File: src/rtl/vga_pkg.sv
// Shared VGA constants: RGB565 colours, 640x480 screen size and the
// blink controller state encoding.
package vga_pkg;

  localparam int SCREEN_W = 640;
  localparam int SCREEN_H = 480;

  localparam logic [15:0] COLOR_BLACK = 16'h0000;
  localparam logic [15:0] COLOR_WHITE = 16'hFFFF;
  localparam logic [15:0] COLOR_RED   = 16'hF800;
  localparam logic [15:0] COLOR_GREEN = 16'h07E0;
  localparam logic [15:0] COLOR_BLUE  = 16'h001F;

  typedef enum logic [1:0] {
    BLINK_IDLE   = 2'd0,
    BLINK_SHOWN  = 2'd1,
    BLINK_HIDDEN = 2'd2
  } blink_state_e;

endpackage

File: src/rtl/blink_ctrl.sv
// Prompt visibility controller.
// Build option LETTER_BLINK_EN: when defined, the prompt blinks with a
// period of 2*BLINK_FRAMES frames; when undefined, visibility is simply
// the registered show level.
//
// state        | meaning
// -------------+------------------------------------------------
// BLINK_IDLE   | prompt not requested, nothing drawn
// BLINK_SHOWN  | prompt requested, glyphs drawn (visible=1)
// BLINK_HIDDEN | prompt requested, off phase of the blink
module blink_ctrl
  import vga_pkg::*;
#(
  parameter int BLINK_FRAMES = 30
) (
  input  logic sys_clk,
  input  logic sys_rst,
  input  logic i_frame_start,
  input  logic i_show,
  output logic o_visible
);

`ifdef LETTER_BLINK_EN

  localparam int CNT_W = (BLINK_FRAMES > 1) ? $clog2(BLINK_FRAMES) : 1;
  localparam logic [CNT_W-1:0] CNT_LAST = CNT_W'(BLINK_FRAMES - 1);

  blink_state_e r_state;
  blink_state_e w_state_next;
  logic [CNT_W-1:0] r_cnt;
  logic [CNT_W-1:0] w_cnt_next;

  // state register and frame counter
  always_ff @(posedge sys_clk) begin
    if (sys_rst) begin
      r_state <= BLINK_IDLE;
      r_cnt   <= '0;
    end else begin
      r_state <= w_state_next;
      r_cnt   <= w_cnt_next;
    end
  end

  // next state; dropping show wins over a coincident frame_start
  always_comb begin
    w_state_next = r_state;
    w_cnt_next   = r_cnt;
    case (r_state)
      BLINK_IDLE: begin
        if (i_show) begin
          w_state_next = BLINK_SHOWN;
          w_cnt_next   = '0;
        end
      end
      BLINK_SHOWN, BLINK_HIDDEN: begin
        if (!i_show) begin
          w_state_next = BLINK_IDLE;
          w_cnt_next   = '0;
        end else if (i_frame_start) begin
          if (r_cnt == CNT_LAST) begin
            w_cnt_next   = '0;
            w_state_next = (r_state == BLINK_SHOWN) ? BLINK_HIDDEN : BLINK_SHOWN;
          end else begin
            w_cnt_next = r_cnt + 1'b1;
          end
        end
      end
      default: begin
        w_state_next = BLINK_IDLE;
        w_cnt_next   = '0;
      end
    endcase
  end

  // visibility is decoded from the registered state only
  always_comb begin
    o_visible = (r_state == BLINK_SHOWN);
  end

`else

  logic r_visible;
  logic w_unused_frame;

  assign w_unused_frame = i_frame_start;

  // no blinking: visibility follows show one cycle later
  always_ff @(posedge sys_clk) begin
    if (sys_rst) r_visible <= 1'b0;
    else         r_visible <= i_show;
  end

  assign o_visible = r_visible;

`endif

endmodule

File: src/rtl/letter_overlay.sv
// Two-stage text-box overlay on an RGB565 pixel stream.
// Stage 1 decodes the box and addresses the external glyph ROM; stage 2
// composites the ROM bit over the delayed pixel. Blinking is enabled by
// defining LETTER_BLINK_EN (see blink_ctrl).
module letter_overlay
  import vga_pkg::*;
#(
  parameter int          ORIGIN_X     = 220,
  parameter int          ORIGIN_Y     = 232,
  parameter int          BOX_W        = 208,
  parameter int          BOX_H        = 16,
  parameter int          BLINK_FRAMES = 30,
  parameter logic [15:0] FG_COLOR     = COLOR_WHITE
) (
  input  logic        sys_clk,
  input  logic        sys_rst,
  input  logic [9:0]  pix_x,
  input  logic [9:0]  pix_y,
  input  logic        pix_valid,
  input  logic [15:0] pix_data_in,
  input  logic        frame_start,
  input  logic        show,
  output logic [7:0]  letter_x,
  output logic [7:0]  letter_y,
  input  logic        letter_bit,
  output logic [15:0] pix_data_out,
  output logic        pix_valid_out
);

  localparam logic [9:0] X_LO = 10'(ORIGIN_X);
  localparam logic [9:0] X_HI = 10'(ORIGIN_X + BOX_W - 1);
  localparam logic [9:0] Y_LO = 10'(ORIGIN_Y);
  localparam logic [9:0] Y_HI = 10'(ORIGIN_Y + BOX_H - 1);

  logic        w_in_box;
  logic [7:0]  w_dx;
  logic [7:0]  w_dy;
  logic        w_visible;

  logic        r_in_box_d1;
  logic [7:0]  r_letter_x;
  logic [7:0]  r_letter_y;
  logic        r_pix_valid_d1;
  logic [15:0] r_pix_data_d1;
  logic        r_pix_valid_out;
  logic [15:0] r_pix_data_out;

  assign w_in_box = pix_valid
                  && (pix_x >= X_LO) && (pix_x <= X_HI)
                  && (pix_y >= Y_LO) && (pix_y <= Y_HI);
  assign w_dx = 8'(pix_x - X_LO);
  assign w_dy = 8'(pix_y - Y_LO);

  blink_ctrl #(
    .BLINK_FRAMES (BLINK_FRAMES)
  ) u_blink_ctrl (
    .sys_clk       (sys_clk),
    .sys_rst       (sys_rst),
    .i_frame_start (frame_start),
    .i_show        (show),
    .o_visible     (w_visible)
  );

  // stage 1: box decode, ROM address, pixel delay
  always_ff @(posedge sys_clk) begin
    if (sys_rst) begin
      r_in_box_d1    <= 1'b0;
      r_letter_x     <= '0;
      r_letter_y     <= '0;
      r_pix_valid_d1 <= 1'b0;
      r_pix_data_d1  <= '0;
    end else begin
      r_in_box_d1    <= w_in_box;
      r_letter_x     <= w_in_box ? w_dx : 8'd0;
      r_letter_y     <= w_in_box ? w_dy : 8'd0;
      r_pix_valid_d1 <= pix_valid;
      r_pix_data_d1  <= pix_data_in;
    end
  end

  // stage 2: composite lit glyph pixels; blank data outside the active area
  always_ff @(posedge sys_clk) begin
    if (sys_rst) begin
      r_pix_valid_out <= 1'b0;
      r_pix_data_out  <= '0;
    end else begin
      r_pix_valid_out <= r_pix_valid_d1;
      if (!r_pix_valid_d1)
        r_pix_data_out <= COLOR_BLACK;
      else if (r_in_box_d1 && letter_bit && w_visible)
        r_pix_data_out <= FG_COLOR;
      else
        r_pix_data_out <= r_pix_data_d1;
    end
  end

  assign letter_x      = r_letter_x;
  assign letter_y      = r_letter_y;
  assign pix_valid_out = r_pix_valid_out;
  assign pix_data_out  = r_pix_data_out;

endmodule

File: config.mk
export PLATFORM = sky130hd
export DESIGN_NAME = letter_overlay
export DESIGN_NICKNAME = d
export VERILOG_FILES = /design/src/rtl/vga_pkg.sv /design/src/rtl/blink_ctrl.sv /design/src/rtl/letter_overlay.sv
export SDC_FILE = /design/constraint.sdc
export NUM_CORES = 1
export LEC_CHECK = 0
export ABC_AREA = 1
export CAP_MARGIN = 5
export CORE_UTILIZATION = 24
export DETAILED_ROUTE_END_ITERATION = 10
export PLACE_DENSITY = 0.52
export SYNTH_ARGS = -nofsm -noshare
export SYNTH_HDL_FRONTEND = slang
export SYNTH_SLANG_ARGS = --single-unit
File: constraint.sdc
create_clock -name sys_clk -period 2.4 [get_ports sys_clk]
set_input_delay 0.48 -clock sys_clk [delete_from_list [all_inputs] [get_ports sys_clk]]
set_output_delay 0.48 -clock sys_clk [all_outputs]
set_load 0.05 [all_outputs]
Yosys cells after proc, flatten, opt, wreduce, memory -nomap -nowiden. Cells that the tools add are included.

ROM bits: 0. Output and inout port bits: 33. Input bits: 42. Word-level logic and storage cells: 25. Memories: 0. Register bits: 52. RAM bits: 0. Latch bits: 0.

Bitwise gates (word level): 2. Divide/modulo/power cells: 0. Mux-type cells: 1. Reduce and logical (&&, ||, !) cells: 8. Shift operators: 0. Multiply operators: 0. Eq/ne operators: 0. Add/sub/neg operators: 2. Order comparisons: 4.

Operators by type and width (count): 10-bit by 8-bit greater-or-equal comparator with 1-bit output (second input constant) (2); 16-bit two-way mux (1); 8-bit subtractor (second input constant) (2); 10-bit by 8-bit <= comparator with 1-bit output (second input constant) (1); 10-bit by 9-bit <= comparator with 1-bit output (second input constant) (1); 1-bit logical AND (6); 2-bit OR reduction (2); 1-bit inverter (2).

Logic depth before layout (Yosys ltp). Gate-level depths: netlist (run 1).

Word-level depth: 7. Mapped depth: 9. Depth with buffers taken out: 8.

Cells and area by module. From an unflattened synthesis (run 1), not the netlist that was laid out.

Cells, all modules: 201. Area total of the unflattened synthesis: 1810.5 um2.

Modules (own cells, without submodules): letter_overlay (area each 1780.5 um2, times used 1, cells each 198, sequential area each 1021.0 um2); blink_ctrl (area each 30.0 um2, times used 1, cells each 3, sequential area each 20.0 um2).

Worst setup path after synthesis (run 1). No wires, ideal clock.

Path kind: input -> register. From: input port pix_x[2]. To: register r_letter_y[5], in the netlist letter_y[5]. Arrival: 1.313 ns. Data required time: 2.338 ns. Path slack: 1.025 ns. Path buffers: 1. Stages on the path: 9. Library setup time: 0.062 ns. Cell sequence: ha_1 -> inv_1 -> nand2_1 -> nand2_1 -> nand2_1 -> nand3_1 -> nand3_4 -> buf_6 -> nor2_2.

Word-level cells in the longest chain between the ends: 7. Elaborated cells on any way between the ends: 8. Classes of those cells: 2 x order compare; 1 x bitwise; 5 x reduce/logical.

Ends and longest elaborated chain: from (decl) (RTL line letter_overlay.sv:17) `input logic [9:0] pix_x,`; 10-bit by 8-bit greater-or-equal comparator with 1-bit output (RTL line letter_overlay.sv:49) `&& (pix_x >= X_LO) && (pix_x <= X_HI)`; 1-bit logical AND (RTL line letter_overlay.sv:49); 1-bit logical AND (*) (RTL line letter_overlay.sv:49); 1-bit logical AND (*) (2 in a row) (RTL line letter_overlay.sv:50) `&& (pix_y >= Y_LO) && (pix_y <= Y_HI);`; 1-bit inverter (no source line) (*); 2-bit OR reduction (no source line) (*); to (signal assigned) (RTL line letter_overlay.sv:75) `r_letter_y <= w_in_box ? w_dy : 8'd0;`; to (decl) (RTL line letter_overlay.sv:42) `logic [7:0] r_letter_y;`.

Every way passes the cells marked *; elsewhere a longest branch is shown, timed or not. A chain may end at the register's enable or synchronous reset.

Worst setup path in the final report (run 1).
From: register r_letter_x[6], in the netlist letter_x[6]. To: output port letter_x[6].

RTL lines: from (decl) (RTL line letter_overlay.sv:41) `logic [7:0] r_letter_x;`; from (signal assigned) (RTL line letter_overlay.sv:74) `r_letter_x <= w_in_box ? w_dx : 8'd0;`; to (decl) (RTL line letter_overlay.sv:23) `output logic [7:0] letter_x,`.

No word-level cell between the ends.

==> summary.md, run 1 <==
| Metric | Value |
|---|---|
| Crit Path Category | `reg -> out` |
| Final instance area | `2670 sq um` |
| Number of buffers created by CTS | `5` |
| Initial DRC count | `19` |
| Slowest CP cell | `clkdlybuf4s50_1` |
| Largest net degree at the start of global routing | `20` |
| # hold bufs at CTS | `0` |
| N_diodes | `0` |
| Placed cell count | `between 300 and 400` |
| Post-synthesis instance area | `1740 sq um` |
| Residual DRC | `0` |
| Worst-margin pin slew | `0.527 ns` |
| Tcrit/Tclk final | `0.793` |
| Crit-path max FO | `1` |
| Max-slew headroom | `0.648` |
| Most frequent cells in the layout | `clkdlybuf4s50_1, inv_1, dfxtp_1, nor2_1` |
| Run status | `complete, no violations` |
| Slew Limit Fails | `0` |
| Hold Path Sink | `pix_data_out[6]` |
| Core Region | `6910 sq um` |
| Detailed Routing Iterations Pass 1 | `3` |
| CP endpoint kind | `primary output` |
| Final Wtd Congestion | `0.638` |
| Area after DPL | `roughly 2600 sq um` |
| Final Hold Fails | `0` |
| Gr usage total | `0.0934` |
| Wire per inst | `8.95 um` |
| Ports | `75` |
| Die ar. | `7580 sq um` |
| PwrDens | `approximately 580 nW/um^2` |
| Root buf cell | `clkbuf_8` |
| WP buf/inv | `1` |
| Worst r2r src | `r_in_box_d1` |
| Area grow syn2layout | `53.8%` |
| Layout Nets | `324` |
| GR Overflow Total | `0` |
| R2r setup slk | `between 1.5 and 2 ns` |
| TritonCTS clock tree | `yes` |
| Clk buf depth | `2` |
| Hold Worst Slack | `0.436 ns` |
| Non-Filler Instances | `376` |
| Static Leak | `1.20 nW` |
| Clock-pin slew on the worst setup and hold paths | `0.09 ns` |
| Synth top area share | `0.600` |
| PostCTS Resize Cnt | `0` |
| TNS Setup | `0 ns` |
| Final ANT Viol Nets | `0` |
| Initial Utilization | `0.251` |
| Die height | `about 87 um` |
| Utilization after layout | `0.386` |
| Via count | `1,379` |
| Number of global-route vias before repair | `1,255` |
| Sequential area share after synthesis | `0.600` |
| Fin crit period | `1.90 ns` |
| Synth cell types | `19` |
| Crit path arrival time | `around 1.4 ns` |
| Overall power | `1.54 mW` |
| Core Rows | `30` |
| Delay of the slowest cell on the worst path | `0.81 ns` |
| F_max | `0.525 GHz` |
| Most common cell after layout, fill and taps aside | `clkdlybuf4s50_1` |
| Layout fillers | `750` |
| Hold path depth | `2` |
| Clock sinks | `52` |
| Largest cells by area after synthesis | `dfxtp_1, inv_1, nor2_1` |
| Syn avg cell area | `8.63 sq um` |
| Max IR drop VDD | `between 0.00015 and 0.0002 V` |
| Seq cells post-synth | `52` |
| Layout cells sized above 1 | `0.0821` |
| Setup ws final | `0.497 ns` |
| Worst slack at placement | `around 0.34 ns` |
| Setup-failing EPs final | `0` |
| Latest clock arrival within the worst-skew pair | `between 0.2 and 0.3 ns` |
| Reg-to-Reg End | `pix_data_out[14]` |
| Synth warn | `0` |
| Max Cap Viol | `0` |
| Final wirelength | `3370 um` |
| Crit-path cells | `clkdlybuf4s50_1` |
| DIE WIDTH | `87.0 um` |
| Area leader, netlist | `dfxtp_1` |
| Cells after synthesis | `201` |
| Hold Crit Start | `r_pix_data_d1[6]` |
| HP Class | `reg -> reg` |
| Crit path max-delay family | `buffers and inverters` |
| Worst reg2reg path depth | `3` |
| Synthesized net count | `246` |
| Clock Skews | `0.00519 ns` |
| H-tree levels | `2` |
| RSZ-0062 raised after global routing | `no` |
| First-pass GRT wire length | `5520 um` |
| Postcts setup bufs | `0` |
| Initial antenna violation count | `0` |
| CP Launch Type | `register` |
| WP data required | `between 1.5 and 2 ns` |
| Post-DP HPWL | `2400 um` |
| Drt via density | `around 3.7` |
| Number of port buffers | `73` |
-- power breakdown --
group          total, mW  leakage [nW]  internal, mW  switching [mW]
combinational      0.170         0.730        0.0909          0.0793
clock              0.484        0.0414         0.208           0.276
sequential         0.889         0.425         0.884         0.00489
total               1.54          1.20          1.18           0.360
-- routing by layer --
metal,vias to the layer above,part of all wire,GRT usage
met5,-,0,0
met4,0,0.0056,0.0273
met3,2,0.089,0.0408
met2,41,0.47,0.162
met1,608,0.43,0.103
li1,728,-,-
-- cells in the mapped netlist --
cell / n
nand3b_1: 2
buf_6: 1
dfxtp_1: 52
nor3_1: 1
conb_1: 1
buf_1: 1
a21oi_1: 16
ha_1: 3
nor2_4: 1
clkbuf_1: 1
nor2_2: 9
nand2_1: 16
inv_1: 55
buf_2: 2
nand3_1: 5
nor2_1: 29
xor2_1: 3
nand2_2: 2
nand3_4: 1
-- how the worst max path moves through the flow --
| stage | start | end | slack, ns | depth (start not counted) |
|---|---|---|---|---|
| after floorplan | pix_x[2] | letter_y[5] | 1.02 | 9 |
| after global placement | pix_x[2] | letter_y[2] | 0.34 | 9 |
| after detailed placement | pix_x[2] | letter_y[0] | 0.34 | 9 |
| after CTS | letter_x[4] | letter_x[4] | 0.47 | 1 |
| after global routing | letter_x[6] | letter_x[6] | 0.42 | 1 |
| final | letter_x[6] | letter_x[6] | 0.50 | 1 |
-- state kept, by name, indices dropped and copies added (netlist names) --
register	flops
r_pix_valid_d1	1
pix_valid_out	1
r_in_box_d1	1
letter_y	8
r_pix_data_d1	16
letter_x	8
pix_data_out	16
u_blink_ctrl.o_visible	1
-- final cells by class --
type,count,area [sq um],share of cell area
Clock inverter,2,16.3,0.00609
Multi-Input combinational cell,89,459,0.172
Sequential cell,52,1040,0.390
Timing Repair Buffer,76,753,0.282
Tap cell,96,120,0.0450
Inverter,55,206,0.0774
Clock buffer,6,72.6,0.0272
-- kinds of logic after synthesis --
kind of cell / after synthesis / share of synthesized area
simple gates: 66 / 0.180
buf+inv: 60 / 0.136
flops: 52 / 0.600
compound gates: 16 / 0.0461
xor+xnor: 3 / 0.0151
fa+ha+maj: 3 / 0.0216
other cells: 1 / 0.00216
-- worst reg2reg max path, cell delays in order (launching register included) --
cell,delay [ns]
dfxtp_1,0.31
nand3_1,0.07
buf_4,0.21
a21oi_1,0.09
(Power assumes the default switching activity.)
==> run 2: changes to the inputs <==
PLACE_DENSITY = 0.54   (was 0.52)
clock period = 1.7 ns   (was 2.4 ns; I/O delays follow)
==> run 2 against run 1 <==
Against the previous run: sequential share of layout area decreased by 0.073 points; non-clock buffer count increased by 10; global-route usage increased by 0.29 points; clock-buffer cell count unchanged; die area unchanged; critical path depth increased by 9; via count decreased by 0.29%.
==> summary.md, run 2 (synthesis results as in run 1) <==
| Metric | Value |
|---|---|
| Run status | `complete, no violations` |
| Crit Path Category | `in -> reg` |
| N_diodes | `0` |
| Crit path arrival time | `1.73 ns` |
| Clock-pin slew on the worst setup and hold paths | `about 0.09 ns` |
| Drt via density | `3.56` |
| Core Rows | `30` |
| GR Overflow Total | `0` |
| PwrDens | `slightly above 800 nW/um^2` |
| HP Class | `reg -> reg` |
| Final Hold Fails | `0` |
| Number of global-route vias before repair | `1,273` |
| Largest net degree at the start of global routing | `20` |
| PostCTS Resize Cnt | `0` |
| Clock power frac | `0.313` |
| WP data required | `1.90 ns` |
| Max IR drop VDD | `0.000288 V` |
| Core Region | `6910 sq um` |
| Clk buf depth | `2` |
| Initial antenna violation count | `0` |
| Wire per inst | `8.49 um` |
| Final ANT Viol Nets | `0` |
| Reg power frac | `0.573` |
| Area grow syn2layout | `54.1%` |
| Detailed Routing Iterations Pass 1 | `4` |
| Crit-path max FO | `7` |
| Gr usage total | `0.0963` |
| Residual DRC | `0` |
| Root buf cell | `clkbuf_8` |
| Post-DP HPWL | `2450 um` |
| R2r setup slk | `0.91 ns` |
| Clock Skews | `around 0.0034 ns` |
| Max Cap Viol | `0` |
| Die height | `87.0 um` |
| Via count | `1,375` |
| Final Wtd Congestion | `0.699` |
| Clock sinks | `52` |
| Initial Utilization | `0.251` |
| Number of buffers created by CTS | `5` |
| Most common cell after layout, fill and taps aside | `inv_1` |
| Sw Share | `0.234` |
| Combinational share of power | `0.114` |
| Layout Nets | `334` |
| Worst slack at placement | `-0.177 ns` |
| CP endpoint kind | `register` |
| Most frequent cells in the layout | `inv_1, dfxtp_1, buf_4, clkdlybuf4s50_1, nor2_1` |
| F_max | `0.655 GHz` |
| Static Leak | `1.31 nW` |
| Initial DRC count | `14` |
| Hold Crit Start | `r_pix_data_d1[0]` |
| First-pass GRT wire length | `5510 um` |
| Worst reg2reg path depth | `3` |
| Layout cells sized above 1 | `0.228` |
| Ports | `75` |
| DIE WIDTH | `87.0 um` |
| Number of port buffers | `73` |
| Fin crit period | `~1.5 ns` |
| Slew Limit Fails | `0` |
| H-tree levels | `2` |
| Final wirelength | `3280 um` |
| Hold Worst Slack | `0.434 ns` |
| TritonCTS clock tree | `yes` |
| Setup ws final | `about 0.17 ns` |
| RSZ-0062 raised after global routing | `no` |
| Tcrit/Tclk final | `0.897` |
| Worst r2r src | `r_in_box_d1` |
| Die ar. | `7580 sq um` |
| CP Launch Point | `pix_x[2]` |
| Switching power | `0.512 mW` |
| Reg-to-Reg End | `pix_data_out[13]` |
| Int Pwr | `1.68 mW` |
| Setup crit end | `r_in_box_d1` |
| Setup-failing EPs final | `0` |
| Latest clock arrival within the worst-skew pair | `0.30 ns` |
| CP Launch Type | `input pin` |
run 2: changes by cell type in the layout (fill, tap and decap cells not counted):
cell             delta
buf_12              +1
buf_4              +42
clkdlybuf4s50_1    -33
run 2: layout make-up:
class	instances	area [sq um]
inverters	55	206
clock inverters	2	16.3
repair buffers	86	758
flip-flops and latches	52	1040
well taps	96	120
fillers	745	4230
multi-input cells	89	459
clock buffers	6	72.6
run 2: power groups by stage:
stage               clock (mW)  combinational (mW)  sequential (mW)
floorplan                    0              0.0793             1.31
global placement             0               0.252             1.28
detailed placement           0               0.252             1.28
CTS                      0.743               0.254             1.26
global route             0.794               0.279             1.26
finish                   0.686               0.250             1.26
run 2: worst min-delay path by stage:
stage	end	slack, ns	cells after the start
floorplan	letter_x[2]	0.41	1
global placement	pix_data_out[2]	0.42	2
detailed placement	pix_data_out[11]	0.42	2
CTS	pix_data_out[9]	0.44	2
global route	pix_data_out[2]	0.45	2
finish	pix_data_out[0]	0.43	2
run 2: per-layer routing:
layer  track usage  vias up  wire [um]
met5             0        -          0
met4        0.0500        0         57
met3        0.0389        7        246
met2         0.162       44       1580
met1         0.104      579       1390
li1              -      745          -
run 2: what timing repair did:
action	CTS	global route
setup endpoints to repair	0	1
hold buffers	0	0
setup buffers	0	4
run 2: per-stage QoR:
stage          cells  instance area [sq um]  power (mW)  setup TNS [ns]  utilization
2_1_floorplan    201                   1740        1.39               0            -
3_3_place_gp     374                   2550        1.54           -2.47        0.370
3_5_place_dp     374                   2550        1.54           -2.51        0.370
4_1_cts          382                   2640        2.25               0        0.383
5_1_grt          386                   2670        2.33               0        0.387
6_report         386                   2670        2.19               0        0.387
run 2: critical path, cell delays in order:
cell	delay (ns)
clkdlybuf4s50_1	0.52
ha_1	0.20
inv_1	0.04
nand2_1	0.07
nand2_1	0.05
nand2_1	0.05
nand3_1	0.11
nand3_4	0.12
buf_4	0.18
inv_1	0.05
